## src/rtl/csa_add_arbiter.sv

```systemverilog
// Two-requester round-robin arbiter sharing one carry-skip adder.
// Multi-beat operations lock the grant and chain the carry between beats.

module csa_skip_adder #(
    parameter int WIDTH = 8,
    parameter int BLK   = 4
) (
    input  logic [WIDTH-1:0] a_i,
    input  logic [WIDTH-1:0] b_i,
    input  logic             cin_i,
    output logic [WIDTH-1:0] sum_o,
    output logic             cout_o
);
    localparam int NB = (WIDTH + BLK - 1) / BLK;

    logic [WIDTH-1:0] p;
    logic [WIDTH-1:0] g;
    logic             c;
    logic             bin;
    logic             r;
    logic             pall;

    assign p = a_i ^ b_i;
    assign g = a_i & b_i;

    // Ripple within a block; a fully-propagating block passes its carry-in
    // straight through the skip mux.
    always_comb begin
        sum_o = '0;
        c     = cin_i;
        bin   = 1'b0;
        r     = 1'b0;
        pall  = 1'b0;
        for (int k = 0; k < NB; k++) begin
            bin  = c;
            r    = c;
            pall = 1'b1;
            for (int j = 0; j < BLK; j++) begin
                if (k * BLK + j < WIDTH) begin
                    sum_o[k*BLK+j] = p[k*BLK+j] ^ r;
                    r    = g[k*BLK+j] | (p[k*BLK+j] & r);
                    pall = pall & p[k*BLK+j];
                end
            end
            c = pall ? bin : r;
        end
        cout_o = c;
    end
endmodule

module csa_add_arbiter #(
    parameter int WIDTH     = 8,
    parameter int MAX_BEATS = 16
) (
    input  logic             clk,
    input  logic             rst_n,
    input  logic [1:0]       req_valid,
    output logic [1:0]       req_ready,
    input  logic [WIDTH-1:0] req0_a,
    input  logic [WIDTH-1:0] req0_b,
    input  logic [WIDTH-1:0] req1_a,
    input  logic [WIDTH-1:0] req1_b,
    input  logic [1:0]       req_sub,
    input  logic [1:0]       req_last,
    output logic             rsp_valid,
    input  logic             rsp_ready,
    output logic             rsp_id,
    output logic [WIDTH-1:0] rsp_sum,
    output logic             rsp_cout,
    output logic             rsp_last,
    output logic             rsp_ovf,
    output logic             busy
);
    localparam int CW = $clog2(MAX_BEATS + 1);
    localparam logic [CW-1:0] MAXC = CW'(MAX_BEATS);

    typedef enum logic [1:0] {
        IDLE  = 2'd0,
        LOCK0 = 2'd1,
        LOCK1 = 2'd2
    } state_e;

    state_e          state_q, state_d;
    logic            rr_q, rr_d;
    logic            carry_q, carry_d;
    logic            sub_q, sub_d;
    logic [CW-1:0]   cnt_q, cnt_d;
    logic            en_q;

    logic            valid_q;
    logic            id_q;
    logic [WIDTH-1:0] sum_q;
    logic            cout_q;
    logic            last_q;
    logic            ovf_q;

    logic [1:0]       grant;
    logic             w;
    logic             first;
    logic             can_take;
    logic             accept;
    logic             sub_eff;
    logic             cin;
    logic             cout;
    logic             at_max;
    logic             rel;
    logic [CW-1:0]    cnt_inc;
    logic [WIDTH-1:0] a_sel;
    logic [WIDTH-1:0] b_sel;
    logic [WIDTH-1:0] b_eff;
    logic [WIDTH-1:0] sum;

    // Pick the granted requester: round-robin in IDLE, owner while locked.
    always_comb begin
        grant = 2'b00;
        w     = rr_q;
        unique case (state_q)
            IDLE: begin
                w        = req_valid[rr_q] ? rr_q : ~rr_q;
                grant[w] = req_valid[w] & en_q;
            end
            LOCK0: begin
                w     = 1'b0;
                grant = 2'b01;
            end
            LOCK1: begin
                w     = 1'b1;
                grant = 2'b10;
            end
            default: ;
        endcase
    end

    assign first     = (state_q == IDLE);
    assign can_take  = ~valid_q | rsp_ready;
    assign req_ready = grant & {2{can_take}};
    assign accept    = |(req_valid & req_ready);

    assign a_sel   = w ? req1_a : req0_a;
    assign b_sel   = w ? req1_b : req0_b;
    assign sub_eff = first ? req_sub[w] : sub_q;
    assign cin     = first ? req_sub[w] : carry_q;
    assign b_eff   = sub_eff ? ~b_sel : b_sel;

    assign cnt_inc = first ? CW'(1) : cnt_q + CW'(1);
    assign at_max  = (cnt_inc == MAXC);
    assign rel     = req_last[w] | at_max;

    csa_skip_adder #(
        .WIDTH (WIDTH),
        .BLK   (4)
    ) u_add (
        .a_i    (a_sel),
        .b_i    (b_eff),
        .cin_i  (cin),
        .sum_o  (sum),
        .cout_o (cout)
    );

    // Next-state: lock on a non-final first beat, release on last or watchdog.
    always_comb begin
        state_d = state_q;
        rr_d    = rr_q;
        carry_d = carry_q;
        sub_d   = sub_q;
        cnt_d   = cnt_q;
        if (accept) begin
            if (first) begin
                sub_d = req_sub[w];
                rr_d  = ~w;
            end
            if (rel) begin
                state_d = IDLE;
                carry_d = 1'b0;
                cnt_d   = '0;
            end else begin
                state_d = w ? LOCK1 : LOCK0;
                carry_d = cout;
                cnt_d   = cnt_inc;
            end
        end
    end

    // Control state registers.
    always_ff @(posedge clk or negedge rst_n) begin
        if (!rst_n) begin
            state_q <= IDLE;
            rr_q    <= 1'b0;
            carry_q <= 1'b0;
            sub_q   <= 1'b0;
            cnt_q   <= '0;
            en_q    <= 1'b0;
        end else begin
            state_q <= state_d;
            rr_q    <= rr_d;
            carry_q <= carry_d;
            sub_q   <= sub_d;
            cnt_q   <= cnt_d;
            en_q    <= 1'b1;
        end
    end

    // Single-entry output register; load and drain may happen together.
    always_ff @(posedge clk or negedge rst_n) begin
        if (!rst_n) begin
            valid_q <= 1'b0;
            id_q    <= 1'b0;
            sum_q   <= '0;
            cout_q  <= 1'b0;
            last_q  <= 1'b0;
            ovf_q   <= 1'b0;
        end else if (accept) begin
            valid_q <= 1'b1;
            id_q    <= w;
            sum_q   <= sum;
            cout_q  <= cout;
            last_q  <= req_last[w];
            ovf_q   <= at_max;
        end else if (rsp_ready) begin
            valid_q <= 1'b0;
        end
    end

    assign rsp_valid = valid_q;
    assign rsp_id    = id_q;
    assign rsp_sum   = sum_q;
    assign rsp_cout  = cout_q;
    assign rsp_last  = last_q;
    assign rsp_ovf   = ovf_q;
    assign busy      = (state_q != IDLE);
endmodule

```

## config.mk

```make
export PLATFORM = sky130hd
export DESIGN_NAME = csa_add_arbiter
export DESIGN_NICKNAME = d
export VERILOG_FILES = /design/src/rtl/csa_add_arbiter.sv
export SDC_FILE = /design/constraint.sdc
export NUM_CORES = 1
export LEC_CHECK = 0
export ABC_AREA = 1
export CORE_MARGIN = 2
export CORE_UTILIZATION = 35
export DETAILED_ROUTE_END_ITERATION = 10
export HOLD_SLACK_MARGIN = 0.02
export PLACE_DENSITY_LB_ADDON = 0.08
export SLEW_MARGIN = 40
export SYNTH_ARGS = -nofsm -noshare
export SYNTH_HDL_FRONTEND = slang
export SYNTH_SLANG_ARGS = --single-unit
```

## constraint.sdc

```tcl
create_clock -name clk -period 10.65 [get_ports clk]
set_clock_uncertainty 0.1 [all_clocks]
set_input_delay 1.5975 -clock clk [delete_from_list [all_inputs] [get_ports clk]]
set_output_delay 1.5975 -clock clk [all_outputs]
set_load 0.02 [all_outputs]
```

==> results.py <==
metrics = {
    "synth": {
        "synthArstFlopShare": 1.00,
        "synth.mux.area_fraction": 0.0277,
        "seq_area_frac_synth": 0.333,
        "synth_fa_ha_area_frac": 0.151,
        "synth-compound-area-share": 0.107,
        "synth_edf_count": 0,
        "netlist_top_cells_area": "dfrtp_1 33%, nand2_1 15%, fa_1 8.9%",
        "syn_inst": 220,
        "synth_warnings": 0,
        "synth.avg_cell_area_um2": 8.21,
        "synth_top_family_by_area": "simple AND/OR/NAND/NOR gates",
        "synthSimpleGateAreaFrac": 0.249,
        "synth.most_common_cell": "nand2_1",
        "synthDistinctLibCells": 29,
        "syn_area_mm2": 0.00181,
        "synth_fp_nets": 278,
        "synth_top_area_frac": 0.333,
        "synth_ff_type": "dfrtp_1",
        "synth_area_leader_cell": "dfrtp_1",
        "synth-seq-cells": 24,
        "synthXorXnorAreaFrac": 0.0388,
        "synth_commonest_cells": "72 x nand2_1, 26 x inv_1, 24 x dfrtp_1",
    },
    "power_and_ir_drop": {
        "p_leak_nw": 1.20,
        "p_per_area_mw_per_mm2": 340,
        "peakVddDrop_mv": 0.141,
        "p_total_mw": 0.835,
    },
    "global_route": {
        "grt_antenna_before_repair": 0,
        "grt_pass1_wl_um": 6530,
        "grt_use_total": 0.148,
        "grt_max_degree": 25,
        "grt_overflow_total": 0,
        "grt_pass1_vias": 1441,
    },
    "sta": {
        "finalHoldViolCount": 0,
        "slew_viol_final": 0,
        "rsz0062_at_grt": "no",
        "setup-violations-final": 0,
        "fmax_mhz": 155,
        "post-route-period-util": 0.604,
        "min_period_ps": 6440,
        "fin_ws_ps": 4210,
        "setup_tns_ps": 0,
        "fin_hold_ws_ps": 373,
    },
    "critical_path": {
        "critPathArrivalTime_ps": 6500,
        "cp-end-kind": "flop",
        "worstSetupStartpointType": "input port",
        "path_class": "input port to flop",
        "rr_worst_depth": 22,
        "worstPathMaxFanout": 21,
        "required_ps": 10710,
    },
    "die": {
        "start_util": 0.358,
        "core_mm2": 0.00504,
        "num_io_pins": 57,
        "die_h_um": 75.8,
        "dieArea_mm2": 0.00575,
        "rows": 26,
        "die_w_um": 75.8,
    },
    "cells_and_area": {
        "final_area_mm2": 0.00245,
        "final_nets": 334,
        "diodes": 0,
        "layout-drive-gt1-share": 0.120,
        "final_core_util": 0.486,
        "multi_input_area_mm2": 0.00104,
        "stdcell_count": 344,
        "ff_latch_area_um2": 601,
        "n_fill_cell": 514,
        "syn_to_final_growth_pct": 35.8,
    },
    "placed_design": {
        "gp_congestion": 0.747,
        "dpl_cell_area_mm2": 0.00241,
        "hpwl_um": 3000,
        "portBuffers": 56,
        "dp.cells": 341,
        "pre_cts_ws_ps": 3870,
    },
    "drt": {
        "route.detailed.drc": 0,
        "drtAntennaViolNets": 0,
        "vias_per_cell": 4.42,
        "routed_wirelength_um": 3830,
        "drt_iter0_drc": 91,
        "vias": 1520,
        "drtPass1Iterations": 4,
        "wl_per_cell_um": 11.1,
    },
    "cts": {
        "numCtsBuffers": 3,
        "cts_hold_buf": 0,
        "clockBufferDepth": 2,
        "post_cts_resized": 0,
        "clk_latency_ps": 260,
        "root_buffer": "clkbuf_8",
        "cts_tree": "done",
        "htree_levels": 1,
        "cts_setup_buffers": 0,
        "clock-sinks": 24,
        "clk_pin_slew_worst_paths_ps": 80,
    },
    "min_path": {
        "hold_path.class": "flop to flop",
        "holdPathStages": 2,
    },
    "flow_run": {
        "cap_violations": 0,
    },
    "run_status": {
        "status": "finished clean",
    },
}
## per-layer routing
layer	track usage	wire length (um)
met4	0.0409	44
met3	0.0225	181
met1	0.198	1860
met5	0	0
met2	0.249	1740
## area by class of cell
type,instances,share of cell area
repair buffers,57,0.232
multi-input cells,160,0.424
clock buffers,3,0.0168
well taps,70,0.0357
inverters,30,0.0469
flip-flops and latches,24,0.245
## registers in the layout (all words and copies together), names as in the netlist
register,cells
rsp_sum,8
cnt_q,5
state_q,2
carry_q,1
en_q,1
rr_q,1
rsp_cout,1
rsp_id,1
rsp_last,1
rsp_ovf,1
rsp_valid,1
sub_q,1
## cell usage in the layout (no fill, tap or decap)
master / synthesis / layout
nand3_2: 3 / 3
dfrtp_1: 24 / 24
clkbuf_8: 0 / 3
buf_4: 3 / 1
o21a_1: 1 / 1
conb_1: 1 / 1
nand2_2: 4 / 4
inv_4: 1 / 1
nand2_1: 72 / 72
nand3_1: 6 / 6
fa_1: 8 / 8
clkdlybuf4s50_1: 0 / 56
o21ai_4: 1 / 1
inv_1: 26 / 26
o22ai_1: 2 / 2
nand4_1: 3 / 3
nor3_1: 1 / 1
nor2_4: 1 / 1
o21ai_2: 11 / 11
inv_2: 3 / 3
nor2_1: 6 / 6
ha_1: 9 / 9
xor2_1: 8 / 8
a21oi_1: 2 / 2
o21ai_0: 8 / 8
or2_2: 5 / 5
and3_1: 1 / 1
o21ai_1: 2 / 2
mux2i_1: 5 / 5
## report_power, final
part	leakage [nW]	total (mW)	internal, mW	switching (mW)
registers	0.306	0.148	0.127	0.0209
clock network	0.0216	0.0540	0.0253	0.0287
logic	0.874	0.633	0.260	0.373
total	1.20	0.835	0.413	0.422
## critical path: stages
cell	delay, ps
clkdlybuf4s50_1	500
inv_1	50
nand2_1	60
nand3_2	100
nand2_2	390
inv_1	290
nand2_1	110
nand2_1	70
xor2_1	240
fa_1	230
fa_1	170
inv_1	50
fa_1	380
fa_1	370
nand2_1	70
nand2_1	80
fa_1	380
fa_1	390
fa_1	360
inv_1	70
fa_1	400
nand2_1	70
nand2_1	50
## kinds of logic (layout without fill, tap and decap cells)
| family | after synthesis | after routing |
|---|---|---|
| compound gates | 27 | 27 |
| xor+xnor | 8 | 8 |
| fa+ha+maj | 17 | 17 |
| buf+inv | 36 | 90 |
| flops | 24 | 24 |
| mux | 5 | 5 |
| other cells | 1 | 1 |
| simple gates | 102 | 102 |
## worst paths after layout
kind	from	endpoint	slack (ps)
max	req_valid[1]	rsp_sum[7]	4210
min	rsp_id	rsp_id	370
max reg2reg	rr_q	rsp_sum[7]	5610
min reg2reg	rsp_id	rsp_id	370
max in group asynchronous	rst_n	sub_q	8620
min in group asynchronous	rst_n	rsp_sum[0]	1590
Power figures use the tool's default switching activity.
